==> src/rtl/seg_pkg.sv <==
// Shared constants and types for the seven-segment counter monitor:
// segment codes for digits 0..7, tracking states and stability-counter width.
package seg_pkg;

  localparam int CNT_W = 4;

  localparam logic [6:0] SEG_0 = 7'h3F;
  localparam logic [6:0] SEG_1 = 7'h06;
  localparam logic [6:0] SEG_2 = 7'h5B;
  localparam logic [6:0] SEG_3 = 7'h4F;
  localparam logic [6:0] SEG_4 = 7'h66;
  localparam logic [6:0] SEG_5 = 7'h6D;
  localparam logic [6:0] SEG_6 = 7'h7D;
  localparam logic [6:0] SEG_7 = 7'h07;

  typedef enum logic {
    SYNC  = 1'b0,
    TRACK = 1'b1
  } state_t;

endpackage

==> src/rtl/seg_decode.sv <==
// Combinational decode of an active-high seven-segment pattern into a digit 0..7;
// is_digit is low for any pattern outside the table.
module seg_decode
  import seg_pkg::*;
(
  input  logic [6:0] pattern,
  output logic [2:0] digit,
  output logic       is_digit
);

  always_comb begin
    digit    = 3'd0;
    is_digit = 1'b1;
    case (pattern)
      SEG_0:   digit = 3'd0;
      SEG_1:   digit = 3'd1;
      SEG_2:   digit = 3'd2;
      SEG_3:   digit = 3'd3;
      SEG_4:   digit = 3'd4;
      SEG_5:   digit = 3'd5;
      SEG_6:   digit = 3'd6;
      SEG_7:   digit = 3'd7;
      default: is_digit = 1'b0;
    endcase
  end

endmodule

==> src/rtl/seg_monitor.sv <==
// Watches the segment drive of a 3-bit counter, debounces it, and flags
// illegal patterns and counting steps that disagree with enable/dir.
module seg_monitor
  import seg_pkg::*;
#(
  parameter int STABLE_CYCLES = 2,
  parameter int ACTIVE_LOW    = 0
) (
  input  logic       clk,
  input  logic       reset,
  input  logic [6:0] lights,
  input  logic       enable,
  input  logic       dir,
  output logic [2:0] value,
  output logic       valid,
  output logic       new_value,
  output logic       bad_pattern,
  output logic       step_err,
  output logic [7:0] err_count
);

  localparam logic [CNT_W-1:0] STABLE = CNT_W'(STABLE_CYCLES);

  logic [6:0]       lights_eff;
  logic [6:0]       samp;
  logic [CNT_W-1:0] cnt;
  state_t           state;
  logic [2:0]       digit;
  logic             is_digit;
  logic             accept;
  logic [2:0]       expected;
  logic             step_bad;
  logic [7:0]       err_inc;

  assign lights_eff = (ACTIVE_LOW != 0) ? ~lights : lights;

  seg_decode u_decode (
    .pattern  (samp),
    .digit    (digit),
    .is_digit (is_digit)
  );

  // Acceptance is the edge on which the run of equal samples completes.
  assign accept   = (lights_eff == samp) && (cnt == STABLE - CNT_W'(1));
  assign expected = dir ? value + 3'd1 : value - 3'd1;
  assign step_bad = !enable || (digit != expected);
  assign err_inc  = (err_count == 8'hFF) ? err_count : err_count + 8'd1;

  always_ff @(posedge clk or posedge reset) begin
    if (reset) begin
      samp        <= 7'd0;
      cnt         <= '0;
      state       <= SYNC;
      value       <= 3'd0;
      valid       <= 1'b0;
      new_value   <= 1'b0;
      bad_pattern <= 1'b0;
      step_err    <= 1'b0;
      err_count   <= 8'd0;
    end else begin
      samp        <= lights_eff;
      new_value   <= 1'b0;
      bad_pattern <= 1'b0;
      step_err    <= 1'b0;

      if (lights_eff != samp) begin
        cnt <= '0;
      end else if (cnt != STABLE) begin
        cnt <= cnt + CNT_W'(1);
      end else begin
        cnt <= cnt;
      end

      if (accept) begin
        if (!is_digit) begin
          bad_pattern <= 1'b1;
          err_count   <= err_inc;
          state       <= SYNC;
          valid       <= 1'b0;
        end else begin
          case (state)
            SYNC: begin
              value     <= digit;
              new_value <= 1'b1;
              state     <= TRACK;
              valid     <= 1'b1;
            end
            TRACK: begin
              // Returning to the digit already held is treated as a glitch.
              if (digit != value) begin
                value     <= digit;
                new_value <= 1'b1;
                if (step_bad) begin
                  step_err  <= 1'b1;
                  err_count <= err_inc;
                end
              end
            end
            default: begin
              state <= SYNC;
              valid <= 1'b0;
            end
          endcase
        end
      end
    end
  end

endmodule

==> config.mk <==
export PLATFORM = sky130hd
export DESIGN_NAME = seg_monitor
export DESIGN_NICKNAME = d
export VERILOG_FILES = /design/src/rtl/seg_pkg.sv /design/src/rtl/seg_decode.sv /design/src/rtl/seg_monitor.sv
export SDC_FILE = /design/constraint.sdc
export NUM_CORES = 1
export LEC_CHECK = 0
export CORE_MARGIN = 4
export CORE_UTILIZATION = 56
export DETAILED_ROUTE_END_ITERATION = 7
export PLACE_DENSITY = 0.8
export SLEW_MARGIN = 20
export SYNTH_ARGS = -nofsm -noshare
export SYNTH_HDL_FRONTEND = slang
export SYNTH_SLANG_ARGS = --single-unit
==> constraint.sdc <==
create_clock -name clk -period 3.9 [get_ports clk]
set_input_delay 0.78 -clock clk [delete_from_list [all_inputs] [get_ports clk]]
set_output_delay 0.78 -clock clk [all_outputs]
set_load 0.005 [all_outputs]
**Yosys cells after proc, flatten, opt, wreduce, memory -nomap -nowiden**

Cells that the tools add are included.

- Register bits after elaboration: 27
- Output and inout bits: 15
- Bits of input ports: 11

- Add/sub/neg operators: 4
- Eq/ne operators: 20
- Reductions and logical operators: 8
- Bitwise gates (word level): 1
- Muxes and demuxes: 26

Operators with widths:

| kind | count |
|---|---|
| $mux 8 | 5 |
| $eq 7x7->1 const B | 5 |
| $pmux 3 s7 | 1 |
| $eq 7x3->1 const B | 2 |
| $mux 1 | 14 |
| $add 8x1->8 const B | 1 |
| $eq 8x8->1 const B | 1 |
| $mux 4 | 2 |
| $reduce_or 8->1 | 1 |
| $eq 7x6->1 const B | 1 |
| $eq 7x7->1 | 1 |
| $ne 7x7->1 | 1 |
| $mux 3 | 2 |
| $ne 2x1->1 const B | 3 |
| $ne 3x3->1 | 2 |
| $pmux 3 s2 | 1 |
| $add 4x1->4 const B | 1 |
| $eq 4x1->1 const B | 1 |
| $ne 2x2->1 const B | 2 |
| $ne 4x2->1 const B | 1 |
| $reduce_and 4->1 | 1 |
| $add 3x1->3 const B | 1 |
| $reduce_and 3->1 | 1 |
| $sub 3x1->3 const B | 1 |
| other kinds (7) | 7 |

**Longest topological paths before layout**

Gate-level depths: netlist of run 1.

- Word-level depth: 9
- Mapped depth: 9
- Mapped depth without buffers: 9

**By module**

Synthesis of run 1 repeated with hierarchy kept, for this count alone.

- Cells, all modules: 135
- Area, all modules: 1451.4 um^2

By module, submodules not included:

| module | cells each | area an instance (um^2) | times used |
|---|---|---|---|
| seg_monitor | 106 | 1255.0 | 1 |
| seg_decode | 29 | 196.4 | 1 |

**Worst setup path after synthesis of run 1**

OpenSTA, ideal clock, no wires.

- Path type: input port to flip-flop
- Start point: input lights[2]
- End point: register err_count[1]
- Setup slack: 1.159 ns
- Stages: 7
- Setup time: 0.125 ns
- Required time: 3.775 ns
- Arrival time: 2.616 ns
- Buffers on the path: 1
- Path through: xor2_1 -> nor4_1 -> nand4_1 -> or4b_1 -> buf_2 -> nor3_2 -> mux2_4

- Longest elaborated chain between the ends: 3

RTL lines:

| item | RTL line | text |
|---|---|---|
| from (decl) | seg_monitor.sv:11 | `input logic [6:0] lights,` |
| $eq 7x7->1 | seg_monitor.sv:44 | `assign accept = (lights_eff == samp) && (cnt == STABLE - CNT_W'(1));` |
| $logic_and 1x1->1 | seg_monitor.sv:44 |  |
| $reduce_and 4->1 (no source line) | - |  |
| to (signal assigned) | seg_monitor.sv:77 | `err_count <= err_inc;` |
| to (signal assigned) | seg_monitor.sv:95 | `err_count <= err_inc;` |
| to (decl) | seg_monitor.sv:19 | `output logic [7:0] err_count` |

Every way passes these cells.
A chain may end at the register's enable or synchronous reset.

**Worst setup path after layout of run 1**

- Start point: input lights[1]
- End point: register err_count[3]

Same word-level chain as after synthesis.

==> metrics.txt, run 1 <==
status=finished clean; register bit total from synthesis=27; IO Pins=26; Root Driver=clkbuf_4; sequential-to-total area share from yosys stat=43.65%; share of synthesized registers carrying an async set or reset=100.0%; Overflow after GRT=0; Worst-path clk slew=0.15 ns; Resize count post-CTS=0; final wirelength=3118 µm; Synth Net Count=166; Slew Limit Fails=0; actual slew at the worst max-slew pin=0.9701 ns; Max clock buf depth=2; cells after synthesis=150; unrepaired setup endpoints after global routing=no; minimum clock period=3.148 ns; Post-CTS Hold Buffers=0; DRC Markers=0; final antenna-violating net count=0; # Max-Cap Violations=0; CP max FO=11; Critical Path Start Type=primary input; Crit. End Element=register; die area=3669 µm²; clock sink total=27; Initial Util=60.82%; leakage=0.0007674 µW; Clock Latency Late Sink=0.33 ns; Tot GR Track Use=18.45%; TritonCTS clock tree=built; most numerous cell in the Yosys netlist=dfrtp_1; layout net count=191; DR vias=1207; H-tree Lvls=1; pin count of the biggest net entering global routing=28; Synth-to-Final Area Change=18.19%; Die Span Y=60.57 µm; Port Buf Inserts=25; ANT cells=0; drt via density=5.917; Hold Worst Slack=0.5162 ns; CTS buffer count=3; layout cells sized above 1=8.621%; Worst Path Required=4.16 ns; WL per Instance=15.28 µm; Unique masters post-synth=47; final worst slack=0.7521 ns; Final HPWL DP=2431 µm; antenna violations before repair=0; Setup TNS=0 ns; Yosys Warn Count=0; busiest grt layer=met2; GP Congestion=0.7452; EDFF count, synth=0; syn_area_per_cell=10.32 µm²; Post-CTS Setup Bufs=0; die width=60.57 µm; met1 Resource Use GR=22.91%; router iterations before antenna repair=4; synth cell count leaders=dfrtp_1, nor2_1, inv_1, xor2_1; Setup Skew=0.01341 ns; Synth Cell Area=1548 µm²; pre-CTS WS=0.3872 ns; first-pass GRT wire length=5175 µm; site row count=18; M2 GR Usage=32.67%; Yosys top cell area share=43.65%; Relative slew margins=34.93%; fillcell total=203; Synth area leaders=dfrtp_1, xor2_1, xnor2_1; Final setup viols=0; Top FF cell, synth=dfrtp_1; area leader, netlist=dfrtp_1; critical path type=in -> reg; M3 GR Usage=2.979%; Critical Path AT=3.41 ns; Pwr Density=248.8 nW/µm²; HP Class=reg -> reg; vias in the first global route=1143; final worst-path cycle share=80.71%; core area=2545 µm²; Peak Freq=317.7 MHz; Iteration-0 DRC Markers=46; worst ir drop on vdd=0.1918 mV; Hold Fails Final Rpt=0
## routing by layer
| layer | up-vias | wire [µm] |
|---|---|---|
| met5 | - | 0 |
| met3 | 5 | 158 |
| met1 | 585 | 1364 |
| met4 | 0 | 35 |
| met2 | 34 | 1561 |
| li1 | 583 | - |
## logic make-up after synthesis
family,synth area share [%]
AOI/OAI and AO/OA,13.58
xor gates and xnor gates,11.07
adders and majority gates,4.527
buffers and inverters,4.608
DFF,43.65
muxes,1.617
and+or+nand+nor,20.94
## state kept, by name (all words and copies together), names as in the netlist
signal,cells
bad_pattern,1
cnt,4
err_count,8
new_value,1
samp,7
state,1
step_err,1
valid,1
value,3
## area by class of cell
cell class,instances,area [µm²],area share (%)
flip-flops and latches,27,675.6,36.94
repair buffers,25,250.2,13.68
clock buffers,3,22.52,1.231
multi-input cells,108,800.8,43.78
well taps,30,37.54,2.052
clock inverters,1,5.005,0.2736
inverters,10,37.54,2.052
## cells in the final DEF (no fill, tap or decap), types with 2 or more instances in the layout
cell / synthesis / final
clkbuf_4: 0 / 3
nand2b_1: 3 / 3
or2_1: 2 / 2
nand4_1: 4 / 4
inv_1: 10 / 9
o41ai_1: 2 / 2
nor2_1: 15 / 15
nand3_1: 5 / 5
dfrtp_1: 27 / 27
clkdlybuf4s50_1: 0 / 25
a21oi_1: 7 / 7
nor3_1: 4 / 4
a2111oi_0: 2 / 2
xor2_1: 10 / 10
and3_1: 2 / 2
o31ai_1: 2 / 2
nor4_1: 2 / 2
nand3b_1: 3 / 3
xnor2_1: 7 / 7
ha_1: 4 / 4
a31oi_1: 3 / 3
nand2_1: 6 / 6
o21ai_0: 2 / 2
a311oi_1: 2 / 2
## where the power goes
part,internal (µW),total (µW),switching (µW)
clock network,38.5,122,83.2
registers,284,293,9.00
logic,21.2,40.4,19.2
## worst paths after layout
path	from	end	slack [ns]	cells past startpoint
max in group asynchronous	reset	samp[0]	2.61	2
worst min register to register	state	new_value	0.52	1
worst max register to register	samp[1]	err_count[3]	1.13	7
min in group asynchronous	reset	bad_pattern	0.83	2
worst min-delay path	state	new_value	0.52	1
worst max-delay path	lights[1]	err_count[3]	0.75	8
## per-stage QoR
stage | utilization, % | total power [µW] | cell area [µm²] | std cells
3_5_place_dp | 70.80 | 338.8 | 1802 | 200
2_1_floorplan | - | 322.1 | 1548 | 150
4_1_cts | 71.88 | 459.2 | 1829 | 204
3_3_place_gp | 70.80 | 335.9 | 1802 | 200
5_1_grt | 71.88 | 475.0 | 1829 | 204
6_report | 71.88 | 455.0 | 1829 | 204
## worst max-delay path, stage by stage
cell and delay, ns:
clkdlybuf4s50_1 0.43, xor2_1 0.16, nor4_1 0.26, nand4_1 0.25, or4b_1 0.77, or2_1 0.34, nor3_1 0.23, xor2_1 0.18
Power figures use the tool's default switching activity.
==> inputs of run 2 (changes only) <==
CORE_UTILIZATION = 47   (was 56)
PLACE_DENSITY = 0.72   (was 0.8)
clock period = 2.75 ns   (was 3.9 ns; I/O delays follow)
==> metrics.txt, run 2 (same netlist as run 1, synthesis figures left out) <==
pin count of the biggest net entering global routing=28 (unchanged); final worst-path cycle share=96.46%; antenna violations before repair=0 (unchanged); Post-CTS Setup Bufs=0 (unchanged); critical path type=in -> reg (unchanged); pre-CTS WS=-0.3006 ns (was 0.3872 ns); GP Congestion=0.7499 (was 0.7452); Synth-to-Final Area Change=27.24% (was 18.19%); vias in the first global route=1167 (was 1143); H-tree Lvls=1 (unchanged); Final Core Density=63.47% (was 71.88%); first-pass GRT wire length=5119 µm (was 5175 µm); router iterations before antenna repair=4 (unchanged); drt via density=5.376 (was 5.917); die width=65.39 µm (was 60.57 µm); DR vias=1231 (was 1207); Overflow after GRT=0 (unchanged); minimum clock period=2.653 ns; HP Class=reg -> reg (unchanged); site row count=20 (was 18); Final HPWL DP=2265 µm (was 2431 µm); actual slew at the worst max-slew pin=0.4286 ns (was 0.9701 ns); Die Span Y=65.39 µm (was 60.57 µm); Max clock buf depth=2 (unchanged); worst path cell trace=clkdlybuf4s50_1 -> fa_1 -> a2111oi_0 -> a31oi_1 -> o31ai_1 -> o2111ai_2 -> a21oi_4 -> buf_4 -> nor3b_2 -> xor2_1 (was clkdlybuf4s50_1 -> xor2_1 -> nor4_1 -> nand4_1 -> or4b_1 -> or2_1 -> nor3_1 -> xor2_1); Worst R2R Setup Slack=0.26 ns (was 1.13 ns); Post-CTS Hold Buffers=0 (unchanged); Peak Freq=377.0 MHz; die area=4275 µm² (was 3669 µm²); TritonCTS clock tree=built (unchanged); CP max FO=7 (was 11); Hold Fails Final Rpt=0 (unchanged); layout net count=202 (was 191); Initial Util=49.88% (was 60.82%); delay-heaviest family, CP=compound AO/OA/AOI/OAI gates (was simple AND/OR/NAND/NOR gates); final antenna-violating net count=0 (unchanged); Worst Path Required=2.98 ns (was 4.16 ns); IO Pins=26 (unchanged); Relative slew margins=70.69% (was 34.93%); commonest non-fill, non-tap cell in the layout=dfrtp_1 (unchanged); # Max-Cap Violations=0 (unchanged); unrepaired setup endpoints after global routing=no (unchanged); Port Buf Inserts=25 (unchanged); Tot GR Track Use=14.91% (was 18.45%); Final setup viols=0 (unchanged); ANT cells=0 (unchanged); CTS buffer count=3 (unchanged); Crit. End Element=register (unchanged); worst ir drop on vdd=0.1992 mV (was 0.1918 mV); fillcell total=279 (was 203); Biggest register=err_count (unchanged); Critical Path AT=2.88 ns (was 3.41 ns); Slew Limit Fails=0 (unchanged); status=finished clean (unchanged); Critical Path Start Type=primary input (unchanged); leakage=0.0008241 µW (was 0.0007674 µW); Setup Skew=0.01136 ns (was 0.01341 ns); commonest non-fill, non-tap cells in the layout=dfrtp_1, clkdlybuf4s50_1, nor2_1, buf_4 (was dfrtp_1, clkdlybuf4s50_1, nor2_1, xor2_1, inv_1); delay of the slowest cell on the worst path=0.50 ns (was 0.77 ns); max reg flops=8 (unchanged); core area=3103 µm² (was 2545 µm²); Clock Latency Late Sink=0.33 ns (about the same); Resize count post-CTS=0 (unchanged); crit path max-delay cell type=clkdlybuf4s50_1 (was or4b_1); final wirelength=2951 µm (was 3118 µm); WL per Instance=12.89 µm (was 15.28 µm); critical path buffer and inverter count=2 (was 1); Iteration-0 DRC Markers=49 (was 46); DRC Markers=0 (unchanged); Setup TNS=0 ns (unchanged); Worst-path clk slew=0.15 ns (about the same); final worst slack=0.09726 ns (was 0.7521 ns); Pwr Density=330.0 nW/µm² (was 248.8 nW/µm²); layout cells sized above 1=17.30% (was 8.621%); Root Driver=clkbuf_4 (unchanged); clock sink total=27 (unchanged); Largest regs=err_count: 8 flops, samp: 7 flops, cnt: 4 flops (unchanged)
-- run 2: cell count changes in the layout (fill, tap and decap cells not counted), sizes merged --
| cell | change |
|---|---|
| buf | +11 |
| clkinv | -2 |
| clkinvlp | +1 |
| inv | +1 |
-- run 2: path summary, 6_finish.rpt --
check,from,endpoint,depth (start not counted)
setup reg to reg,value[1],err_count[5],10
setup / recovery,dir,err_count[5],10
max in group asynchronous,reset,samp[1],3
min in group asynchronous,reset,bad_pattern,3
hold / removal,state,new_value,1
hold reg to reg,state,new_value,1
-- run 2: per-layer routing --
layer / vias to the layer above / global-route usage [%] / routed length [µm]
met5: - / 0 / 0
met4: 0 / 3.109 / 23
met3: 4 / 2.735 / 123
met2: 33 / 24.65 / 1389
met1: 587 / 20.41 / 1414
li1: 607 / - / -
-- run 2: final cells by class --
type                            count  area (µm²)  share of cell area, %
Multi-Input combinational cell    108       838.3                  42.57
Sequential cell                    27       675.6                  34.31
Inverter                           10       37.54                  1.906
Clock buffer                        3       22.52                  1.144
Tap cell                           44       55.05                  2.795
Clock inverter                      1       7.507                 0.3812
Timing Repair Buffer               36       332.8                  16.90
-- run 2: per-stage QoR --
step	instance area (µm²)	hold WS (ns)	power [µW]	cells
after floorplan	1548	0.4641	456.8	150
after global placement	1902	0.4782	481.1	225
after detailed placement	1902	0.4763	483.6	225
after CTS	1932	0.4974	658.8	229
after global routing	1969	0.5283	679.1	229
final	1969	0.4960	650.0	229
-- run 2: worst register-to-register path, delay by kind of cell, from the launching register on --
kind / cells / cell delay (ns)
and+or+nand+nor: 1 / 0.06
AOI/OAI and AO/OA: 5 / 0.96
buffers and inverters: 2 / 0.33
DFF: 1 / 0.44
xor gates and xnor gates: 1 / 0.13
adders and majority gates: 1 / 0.48
-- run 2: where the power goes --
group / switching [µW] / internal (µW) / total (µW)
clock network: 119 / 55.6 / 174
registers: 9.40 / 403 / 412
logic: 29.9 / 33.8 / 63.7
total: 158 / 492 / 650
